File: src/rtl/issue_pkg.sv
// Shared constants and types for the issue-stage queue.
// Imported by the queue, its interface and its pressure encoder.
package issue_pkg;

  localparam int ISSUE_DEPTH     = 16;
  localparam int ISSUE_PR_W      = 9;
  localparam int ISSUE_PR_WINDOW = 8;
  localparam int ISSUE_STOP_LAT  = 4;
  localparam int ISSUE_DATA_W    = 64;

  typedef logic [ISSUE_DATA_W-1:0] issue_entry_t;

endpackage

File: src/rtl/issue_fifo_if.sv
// Allocator-side enqueue and dispatch-side dequeue bundle.
// master = allocator + pick stage, slave = issue_fifo.
interface issue_fifo_if
  import issue_pkg::*;
#(
  parameter int DATA_WIDTH = ISSUE_DATA_W
);

  logic                  wen;
  logic [DATA_WIDTH-1:0] wdata;
  logic [ISSUE_PR_W-1:0] fifo_pr;
  logic                  o_valid;
  logic [DATA_WIDTH-1:0] o_data;
  logic                  i_ready;

  modport master (
    output wen, wdata, i_ready,
    input  fifo_pr, o_valid, o_data
  );

  modport slave (
    input  wen, wdata, i_ready,
    output fifo_pr, o_valid, o_data
  );

endinterface

File: src/rtl/issue_pr_enc.sv
// Free-slot count to one-hot pressure vector.
// Bit k set when exactly 8-k slots are free; zero above the window.
module issue_pr_enc
  import issue_pkg::*;
#(
  parameter int CNT_W = 5
) (
  input  logic [CNT_W-1:0]      free,
  output logic [ISSUE_PR_W-1:0] pr
);

  // One-hot match of free count against the pressure window
  always_comb begin
    pr = '0;
    for (int k = 0; k <= ISSUE_PR_WINDOW; k++) begin
      if (free == CNT_W'(ISSUE_PR_WINDOW - k)) pr[k] = 1'b1;
    end
  end

endmodule

File: src/rtl/issue_fifo.sv
// Issue-stage instruction buffer with allocator pressure output.
// In-order drain via valid/ready; flush clears all entries.
module issue_fifo
  import issue_pkg::*;
#(
  parameter  int DATA_WIDTH = ISSUE_DATA_W,
  parameter  int DEPTH      = ISSUE_DEPTH,
  localparam int PTR_W      = $clog2(DEPTH),
  localparam int CNT_W      = PTR_W + 1
) (
  input  logic          clk,
  input  logic          resetn,
  input  logic          flush,
  issue_fifo_if.slave   q,
  output logic          o_overflow
);

  // Window plus stop latency must fit, else writes in flight overflow
  if (DEPTH < ISSUE_DEPTH ||
      DEPTH <= ISSUE_PR_WINDOW + ISSUE_STOP_LAT ||
      (DEPTH & (DEPTH - 1)) != 0) begin : g_bad_depth
    $error("issue_fifo: DEPTH must be a power of two >= 16");
  end

  logic [DATA_WIDTH-1:0] mem [DEPTH];
  logic [PTR_W-1:0]      wptr;
  logic [PTR_W-1:0]      rptr;
  logic [CNT_W-1:0]      count;
  logic [CNT_W-1:0]      count_next;
  logic [CNT_W-1:0]      free_next;
  logic [ISSUE_PR_W-1:0] pr_next;
  logic [ISSUE_PR_W-1:0] pr_q;
  logic                  pop;
  logic                  push;
  logic                  wr;
  logic                  drop;

  assign q.o_valid = |count;
  assign q.o_data  = mem[rptr];
  assign q.fifo_pr = pr_q;

  assign pop  = q.o_valid & q.i_ready;
  assign push = q.wen & ((count < CNT_W'(DEPTH)) | pop);
  assign wr   = push & ~flush;
  assign drop = q.wen & ~push & ~flush;

  assign count_next = flush ? '0
                    : count + CNT_W'(push) - CNT_W'(pop);
  assign free_next  = CNT_W'(DEPTH) - count_next;

  issue_pr_enc #(
    .CNT_W (CNT_W)
  ) u_pr_enc (
    .free (free_next),
    .pr   (pr_next)
  );

  // Pointers, occupancy, pressure and sticky overflow
  always_ff @(posedge clk or negedge resetn) begin
    if (!resetn) begin
      wptr       <= '0;
      rptr       <= '0;
      count      <= '0;
      pr_q       <= '0;
      o_overflow <= 1'b0;
    end else begin
      count <= count_next;
      pr_q  <= pr_next;
      if (drop) o_overflow <= 1'b1;
      if (flush) begin
        wptr <= '0;
        rptr <= '0;
      end else begin
        if (push) wptr <= wptr + PTR_W'(1);
        if (pop)  rptr <= rptr + PTR_W'(1);
      end
    end
  end

  // Entry storage; contents are don't-care until written
  always_ff @(posedge clk) begin
    if (wr) mem[wptr] <= q.wdata;
  end

endmodule

File: src/flat_wrapper.sv
// flat-port wrapper written by rule: the top's interface ports become plain ports
module issue_fifo_flat import issue_pkg::*;
#(
  parameter  int DATA_WIDTH = ISSUE_DATA_W,
  parameter  int DEPTH      = ISSUE_DEPTH,
  localparam int PTR_W      = $clog2(DEPTH),
  localparam int CNT_W      = PTR_W + 1
)
  (clk, resetn, flush, o_overflow, q_wen, q_wdata, q_i_ready, q_fifo_pr, q_o_valid, q_o_data);
  issue_fifo_if #(.DATA_WIDTH(DATA_WIDTH)) q_i ();
  input  logic clk;
  input  logic resetn;
  input  logic flush;
  output logic o_overflow;
  input wire logic [$bits(q_i.wen)-1:0] q_wen;
  input wire logic [$bits(q_i.wdata)-1:0] q_wdata;
  input wire logic [$bits(q_i.i_ready)-1:0] q_i_ready;
  output wire logic [$bits(q_i.fifo_pr)-1:0] q_fifo_pr;
  output wire logic [$bits(q_i.o_valid)-1:0] q_o_valid;
  output wire logic [$bits(q_i.o_data)-1:0] q_o_data;
  assign q_i.wen = q_wen;
  assign q_i.wdata = q_wdata;
  assign q_i.i_ready = q_i_ready;
  assign q_fifo_pr = q_i.fifo_pr;
  assign q_o_valid = q_i.o_valid;
  assign q_o_data = q_i.o_data;
  issue_fifo #(.DATA_WIDTH(DATA_WIDTH), .DEPTH(DEPTH)) u_core (.clk(clk), .resetn(resetn), .flush(flush), .q(q_i), .o_overflow(o_overflow));
endmodule
File: config.mk
export PLATFORM = sky130hd
export DESIGN_NAME = issue_fifo_flat
export DESIGN_NICKNAME = d
export VERILOG_FILES = /design/src/rtl/issue_pkg.sv /design/src/rtl/issue_fifo_if.sv /design/src/rtl/issue_pr_enc.sv /design/src/rtl/issue_fifo.sv /design/src/flat_wrapper.sv
export SDC_FILE = /design/constraint.sdc
export NUM_CORES = 1
export LEC_CHECK = 0
export CORE_MARGIN = 2
export CORE_UTILIZATION = 56
export CTS_CLUSTER_SIZE = 12
export DETAILED_ROUTE_END_ITERATION = 10
export PLACE_DENSITY = 0.74
export REMOVE_ABC_BUFFERS = 1
export SLEW_MARGIN = 5
export SYNTH_ARGS = -nofsm -noshare
export SYNTH_HDL_FRONTEND = slang
export SYNTH_SLANG_ARGS = --single-unit
File: constraint.sdc
create_clock -name clk -period 14.44 [get_ports clk]
set_input_delay 2.888 -clock clk [delete_from_list [all_inputs] [get_ports clk]]
set_output_delay 2.888 -clock clk [all_outputs]
set_load 0.02 [all_outputs]
Word level (Yosys, flattened, before mapping)
Memories as Yosys holds them, arrays and structs flattened. Cells that the tools add are included.

Add/sub/neg operators: 5. Magnitude comparators: 1. Eq/ne operators: 8. Muxes and demuxes: 16. Bitwise operators: 8. Reductions and logical operators: 4.

Operators with widths (number): == test 5 x 3 -> 1 bit, second input constant (4); 2-to-1 mux 4 bit (4); 2-to-1 mux 1 bit (11); == test 5 x 2 -> 1 bit, second input constant (2); adder 4 x 1 -> 4 bit, second input constant (2); adder 5 x 1 -> 5 bit (1); bitwise AND 1 bit (5); == test 5 x 1 -> 1 bit, second input constant (1); == test 5 x 4 -> 1 bit, second input constant (1); logical NOT 5 bit (1); less-than comparator 5 bit, second input constant (1); 2-to-1 mux 5 bit (1); OR reduction 5 bit (1); subtractor 5 x 1 -> 5 bit (1); subtractor 5 bit, first input constant (1); nonzero test 2 bit (2); inverter 1 bit (2); bitwise OR 1 bit (1).

Bits in registers: 23. Memory bits (writable): 1024. Word-level logic and storage cells: 48. Memories: 1.

Memories: u_core.mem (words 16, width 64, read ports 1, clocked after Yosys merged registers in 0, write ports 1, RTL line issue_fifo.sv:25) `logic [DATA_WIDTH-1:0] mem [DEPTH];`.

Depth between registers and ports, before layout
Gate-level depths: netlist of the first run.

Word-level depth: 10. Mapped depth: 15.

Hierarchy
From an unflattened synthesis of the first run, not the netlist that was laid out.

Cell total of the unflattened synthesis: 1563. Area total of the unflattened synthesis: 39746.9 um^2.

By module, submodules not included: issue_fifo (times used 1, cells an instance 1549, area an instance 39656.8 um^2); issue_pr_enc (times used 1, cells an instance 14, area an instance 90.1 um^2).

Worst setup path before layout of the first run
Ideal clock, no wire load.

Path type: input to register. Start point: in q_i_ready. End point: mem u_core.mem[0][0] (netlist name), enable pin. Library setup time: 0.565 ns. Arrival time: 7.783 ns. Data required time: 13.875 ns. Setup slack: 6.092 ns. Cell stages on the path: 4. Buffers on the path: 0. Cells stage by stage: nand2b_1 > nor2b_1 > nand2_1 > nor3_1.

Cells in the longest elaborated chain, start to end: 6.

RTL lines: start, declared (RTL line flat_wrapper.sv:17) `input wire logic [$bits(q_i.i_ready)-1:0] q_i_ready;`; bitwise AND 1 bit (RTL line issue_fifo.sv:42) `assign pop = q.o_valid & q.i_ready;`; bitwise OR 1 bit (RTL line issue_fifo.sv:43) `assign push = q.wen & ((count < CNT_W'(DEPTH)) | pop);`; bitwise AND 1 bit (RTL line issue_fifo.sv:43); bitwise AND 1 bit (RTL line issue_fifo.sv:44) `assign wr = push & ~flush;`; 2-to-1 mux 1 bit (RTL line issue_fifo.sv:82) `if (wr) mem[wptr] <= q.wdata;`; 2-to-1 mux 1 bit (implied by the code) (RTL line issue_fifo.sv:82); end, declared (RTL line issue_fifo.sv:25).

No other way between the ends.

Final worst setup path of the first run
Start point: reg u_core.rptr[0]. End point: out q_o_data[58].

Cells in the longest elaborated chain, start to end: 1.

RTL lines: start, declared (RTL line issue_fifo.sv:27) `logic [PTR_W-1:0] rptr;`; start signal, assigned (RTL line issue_fifo.sv:75) `if (pop) rptr <= rptr + PTR_W'(1);`; memory (16 x 64 bit); end, declared (RTL line flat_wrapper.sv:20) `output wire logic [$bits(q_i.o_data)-1:0] q_o_data;`.

No other way between the ends.

==> flow_summary_export.csv, run 1 <==
group,metric,value,unit
worst_setup_path,critical_path_class,"reg -> out",
clock_tree,cts_hold_buf,0,
hold_path,hold_class,"reg -> reg",
route,vias,18340,
power,power_frac_seq,47.9,%
sta,finalMaxSlewViolations,0,
power,combPwrFrac,18.7,%
floorplanning,start_util,56.44,%
sta,worst_slack,6782,ps
worst_setup_path,critical_path.max_fanout,120,
sta,relSlewSlack,27.18,%
sta,fin_skew,13.03,ps
floorplanning,num_io_pins,144,
sta,hold_viol,0,
place,routabilityCongestion,0.7125,
place,dp_hpwl,39.59,mm
synth,synth_cells,1696,
synth,synthTopCellsByArea,"edfxtp_1 (78%), mux4_2 (15%), a22oi_1 (2.4%), dfrtp_1 (1.5%), nand2_1 (0.73%)",
clock_tree,clk_path_buf_depth,3,
sta,fin_crit_sh,53.03,%
route,wl,83.59,mm
synth,synth_area_per_cell,23.27,um^2
grt,track_usage,23.17,%
worst_setup_path,cp_slowest_cell,"buf_4",
sta,fmax,130.6,MHz
power,power_frac_clock,33.4,%
synth,yosysSeqAreaShare,79.39,%
worst_setup_path,critical_path.top_delay_family,"buffers and inverters",
power,p_int,5.427,mW
clock_tree,cts_tree,"done",
floorplanning,core.rowCount,97,
clock_tree,h-tree-depth,3,
grt,grt_pass1_wl,123.4,mm
cells_and_area,final_nets,1972,
route,routedWlPerCell,28.94,um
grt,grt.overflow.total,0,
floorplanning,core_area,0.06991,mm^2
worst_setup_path,arrival,4770,ps
clock_tree,clock-sinks,1047,
sta,tns,0,ps
floorplanning,die_w,269.4,um
clock_tree,cts-root-buf,"clkbuf_16",
worst_setup_path,cp.required,11550,ps
route,ant_nets,0,
clock_tree,clk_latency,650,ps
synth,yosysWarnings,0,
grt,grt_start_max_net_pins,121,
worst_setup_path,end_kind,"output port",
power,ir_drop,135.2,uV
synth,ys_ff_latch,1047,
sta,rsz0062_at_grt,"no",
worst_setup_path,crit_buf_inv,3,
worst_setup_path,startpoint_type,"register",
worst_setup_path,cp_slowest_stage_delay,940,ps
route,vias_per_cell,6.351,
clock_tree,cts.clk_slew.worst_paths,60,ps
synth,synth_top_area_cell,"edfxtp_1",
status,status,"finished, final reports clean",
route,dr.pass1.iters,5,
power,power_leakage,13.84,nW
route,drc,0,
power,powerDensity,159.6,mW/mm^2
clock_tree,cts_setup_buffers,0,
route,drt_iter0_markers,1903,
job,max-cap-violations,0,
grt,antenna_found_initial,5,
worst_setup_path,path_cells,"buf_12 -> buf_4 -> mux4_2 -> a22oi_1 -> nand2_1 -> clkdlybuf4s50_1",
synth,syn_area,0.03946,mm^2
synth,synth_top_area_share,77.93,%
place,port_buffers,143,
power,swShare,24.37,%
floorplanning,die_h,269.4,um
synth,ys_types,30,
power,p_switching,1.748,mW
sta,worst_slew_pin_slew,1092,ps
cells_and_area,drive_above_1_share,22.19,%
floorplanning,dieArea,0.07260,mm^2
sta,setup_viol,0,
clock_tree,cts_resized,0,
sta,period_minus_slack,7658,ps
grt,grt_pass1_vias,19200,
cells_and_area,area_delta_synth_final,13.90,%
clock_tree,cts_buffers,103,
place,pre_cts_ws,7338,ps
## path summary, 6_finish.rpt
check | start | end | slack (ps) | cells past startpoint
setup / recovery | u_core.rptr[0]$_DFFE_PN0P_ | q_o_data[58] | 6780 | 6
hold / removal | u_core.o_overflow$_DFFE_PN0P_ | u_core.o_overflow$_DFFE_PN0P_ | 480 | 1
setup reg to reg | u_core.count[3]$_DFF_PN0_ | u_core.q.fifo_pr[7]$_DFF_PN0_ | 10970 | 14
hold reg to reg | u_core.o_overflow$_DFFE_PN0P_ | u_core.o_overflow$_DFFE_PN0P_ | 480 | 1
max in group asynchronous | resetn | u_core.rptr[1]$_DFFE_PN0P_ | 10850 | 1
min in group asynchronous | resetn | u_core.count[2]$_DFF_PN0_ | 2830 | 1
## power by group through the flow
| stage | Clock, mW | Combinational [mW] | Sequential, mW |
|---|---|---|---|
| 2_1_floorplan | 0 | 1.13 | 3.64 |
| 3_3_place_gp | 0 | 1.34 | 3.50 |
| 3_5_place_dp | 0 | 1.36 | 3.50 |
| 4_1_cts | 2.43 | 1.37 | 3.44 |
| 5_1_grt | 2.54 | 1.44 | 3.44 |
| 6_report | 2.39 | 1.35 | 3.44 |
## synthesized netlist by cell type, drive strengths merged
| cell | instances |
|---|---|
| a21o | 1 |
| a21oi | 4 |
| a22oi | 128 |
| and2 | 1 |
| and3 | 2 |
| and3b | 1 |
| buf | 52 |
| clkbuf | 37 |
| dfrtp | 23 |
| edfxtp | 1024 |
| fa | 1 |
| ha | 11 |
| inv | 11 |
| mux4 | 256 |
| nand2 | 77 |
| nand2b | 5 |
| nand3 | 6 |
| nor2 | 23 |
| nor2b | 7 |
| nor3 | 8 |
| nor3b | 1 |
| nor4 | 1 |
| nor4b | 4 |
| o21bai | 1 |
| or4b | 1 |
| xnor2 | 3 |
| xor2 | 7 |
## placed cells by master, fill, tap and decap left out, drive strengths merged, types with 2 or more instances in the layout
cell type,synthesis,final
nand3,6,6
inv,11,15
and3,2,2
clkbuf,37,135
nor2,23,23
edfxtp,1024,1024
nand2,77,77
xnor2,3,3
bufinv,0,2
nor2b,7,7
buf,52,36
clkinv,0,20
a21oi,4,4
dfrtp,23,23
mux4,256,256
xor2,7,7
nor4b,4,4
ha,11,11
nand2b,5,5
clkdlybuf4s50,0,143
nor3,8,8
a22oi,128,128
## logic make-up after synthesis
group	share of synthesized area [%]
flops	79.39
mux	14.61
simple gates	1.538
compound gates	2.524
buf+inv	1.316
fa+ha+maj	0.3995
xor+xnor	0.2220
## area by class of cell
class | instances | area (um^2)
sequential | 1047 | 31330
fill | 4524 | 24960
multi-input combinational | 549 | 7749
clock buffer | 135 | 2750
timing repair buffer | 179 | 1714
tap | 940 | 1176
clock inverter | 26 | 177.7
inverter | 11 | 41.29
antenna | 1 | 2.502
## state kept, by name (all words and copies together), names as in the netlist
signal and cells:
u_core.mem 1024, u_core.count 5, u_core.rptr 4, u_core.o_overflow 1
u_core.q.fifo_pr 9, u_core.wptr 4
## per-layer routing
layer | global-route usage (%) | part of all wire [%]
met3 | 4.595 | 8.3
met2 | 38.16 | 51
met4 | 5.877 | 1.5
met5 | 0 | 0.057
met1 | 32.42 | 39
## stage by stage
stage	area [um^2]	util [%]	std cells	power (mW)	hold slack, ps
final	44940	64.29	2888	7.175	479.4
after global placement	42010	60.10	2726	4.838	471.0
after global routing	44940	64.29	2887	7.426	505.9
after CTS	44940	64.29	2887	7.236	484.7
after detailed placement	42010	60.10	2726	4.860	465.9
after floorplan	38980	-	1607	4.779	545.3
(Power assumes the default switching activity.)
==> run 2: changes to the inputs <==
CORE_UTILIZATION = 55   (was 56)
PLACE_DENSITY = 0.76   (was 0.74)
clock period = 6.75 ns   (was 14.44 ns; I/O delays follow)
==> flow_summary_export.csv, run 2 (synthesis results as in run 1) <==
group,metric,value,unit
sta,holdWs,530.2,ps
power,combPwrFrac,19.1,%
place,port_buffers,143,
sta,finalMaxSlewViolations,0,
sta,fin_crit_sh,75.70,%
place,dpl_cell_area,0.04218,mm^2
cells_and_area,final_nets,1973,
cells_and_area,final_cell_mix,"edfxtp_1 (1024), mux4_2 (256), clkdlybuf4s50_1 (143)",
cells_and_area,drive_above_1_share,22.11,%
power,p_int,11.56,mW
power,powerDensity,340.4,mW/mm^2
power,swShare,24.61,%
sta,hold_viol,0,
worst_setup_path,cp.required,5400,ps
worst_setup_path,critical_path.max_fanout,45,
grt,grt_pass1_vias,19620,
worst_setup_path,critical_path_class,"reg -> out",
power,power_frac_seq,48.1,%
route,vias_per_cell,6.479,
sta,relSlewSlack,17.03,%
clock_tree,cts.clk_slew.worst_paths,60,ps
job,max-cap-violations,0,
clock_tree,cts_setup_buffers,0,
grt,grt.overflow.total,0,
worst_setup_path,r2r_start,"u_core.count[3]$_DFF_PN0_",
sta,fin_skew,25.00,ps
cells_and_area,area_delta_synth_final,14.12,%
route,wl,86.16,mm
worst_setup_path,end_kind,"output port",
worst_setup_path,cp-startpoint,"u_core.rptr[0]$_DFFE_PN0P_",
worst_setup_path,arrival,3760,ps
grt,antenna_found_initial,8,
place,routabilityCongestion,0.7569,
cells_and_area,largest_reg_flops,1024,
cells_and_area,fin_cells,2889,
hold_path,hold_class,"reg -> reg",
sta,worst_slack,1640,ps
route,drt_iter0_markers,2243,
route,ant_nets,0,
clock_tree,cts_buffers,102,
sta,rsz0062_at_grt,"no",
route,dr.pass1.iters,5,
power,fin_total_pwr,15.33,mW
power,power_leakage,13.84,nW
cells_and_area,ff_latch_area,0.03133,mm^2
cells_and_area,fillers,4465,
worst_setup_path,rrSetupSlack,3310,ps
grt,grt_start_max_net_pins,106,
clock_tree,h-tree-depth,3,
place,dp_cells,2738,
power,p_switching,3.772,mW
power,power_frac_clock,32.7,%
floorplanning,core_area,0.07124,mm^2
clock_tree,clk_latency,650,ps
floorplanning,die_w,271.8,um
place,dp_hpwl,41.66,mm
cells_and_area,regMostFlops,"u_core.mem",
clock_tree,cts_hold_buf,0,
grt,use_met2,38.46,%
floorplanning,num_io_pins,144,
route,routedWlPerCell,29.82,um
cells_and_area,layout.cells.most_common,"edfxtp_1",
worst_setup_path,rr_worst_depth,14,
clock_tree,clock-sinks,1047,
route,drc,0,
clock_tree,cts_tree,"done",
grt,busiest_layer,"met2",
cells_and_area,final_core_util,63.21,%
place,pre_cts_ws,2241,ps
route,vias,18720,
floorplanning,start_util,55.39,%
grt,track_usage,23.69,%
sta,worst_slew_pin_slew,1244,ps
worst_setup_path,startpoint_type,"register",
floorplanning,die_h,271.8,um
sta,fmax,195.7,MHz
power,ir_drop,225.8,uV
floorplanning,dieArea,0.07390,mm^2
floorplanning,core.rowCount,98,
sta,tns,0,ps
clock_tree,cts-root-buf,"clkbuf_16",
grt,met3_usage,5.237,%
worst_setup_path,rr_endpoint,"u_core.q.fifo_pr[1]$_DFF_PN0_",
cells_and_area,final_cell_area,0.04503,mm^2
clock_tree,clk_path_buf_depth,3,
grt,grt_util_met1,32.91,%
grt,grt_pass1_wl,127.5,mm
cells_and_area,multiInputGateArea,0.007749,mm^2
worst_setup_path,endpoint,"q_o_data[4]",
sta,setup_viol,0,
clock_tree,cts_resized,0,
sta,period_minus_slack,5110,ps
status,status,"finished, final reports clean",
run 2: changes by cell type in the layout (fill, tap and decap cells not counted):
| cell | previous run | this run |
|---|---|---|
| clkbuf_8 | 1 | 0 |
| buf_12 | 1 | 12 |
| clkinv_8 | 0 | 3 |
| clkinv_2 | 6 | 2 |
| buf_4 | 35 | 26 |
| diode_2 | 1 | 3 |
| clkinv_4 | 0 | 2 |
| clkbuf_1 | 29 | 25 |
| inv_6 | 4 | 0 |
| bufinv_16 | 2 | 1 |
| clkbuf_16 | 105 | 104 |
| clkinv_1 | 14 | 11 |
run 2: worst min-delay path by stage:
| stage | start | end | cells after the start | slack (ps) |
|---|---|---|---|---|
| 4_1_cts | u_core.o_overflow$_DFFE_PN0P_ | u_core.o_overflow$_DFFE_PN0P_ | 1 | 510 |
| 5_1_grt | u_core.o_overflow$_DFFE_PN0P_ | u_core.o_overflow$_DFFE_PN0P_ | 1 | 550 |
| 6_report | u_core.o_overflow$_DFFE_PN0P_ | u_core.o_overflow$_DFFE_PN0P_ | 1 | 530 |
| 3_5_place_dp | u_core.o_overflow$_DFFE_PN0P_ | u_core.o_overflow$_DFFE_PN0P_ | 1 | 480 |
| 2_1_floorplan | u_core.wptr[1]$_DFFE_PN0P_ | u_core.wptr[1]$_DFFE_PN0P_ | 2 | 550 |
| 3_3_place_gp | u_core.o_overflow$_DFFE_PN0P_ | u_core.o_overflow$_DFFE_PN0P_ | 1 | 470 |
run 2: per-layer routing:
| layer | wire [um] | part of all wire [%] | up-vias |
|---|---|---|---|
| met2 | 43180 | 50 | 1014 |
| met4 | 1854 | 2.2 | 10 |
| met5 | 94 | 0.11 | - |
| met3 | 7912 | 9.2 | 131 |
| li1 | - | - | 7586 |
| met1 | 33120 | 38 | 9976 |
run 2: area by class of cell:
type,instances,share of cell area (%)
clock buffers,129,5.988
repair buffers,181,4.146
diodes,3,0.01667
inverters,11,0.09169
multi-input cells,549,17.21
clock inverters,19,0.3279
well taps,950,2.640
flip-flops and latches,1047,69.58
run 2: worst max-delay path: stages, from the launching register on:
cell             delay (ps)
dfrtp_4                1020
buf_12                  400
mux4_2                  550
a22oi_1                 240
nand2_1                 220
clkdlybuf4s50_1         600
run 2: power groups by stage:
stage	Combinational [mW]	Clock, mW	Sequential [mW]
floorplan	2.30	0	7.77
global placement	2.90	0	7.51
detailed placement	2.94	0	7.51
CTS	2.97	5.10	7.38
global route	3.14	5.33	7.39
finish	2.93	5.02	7.38
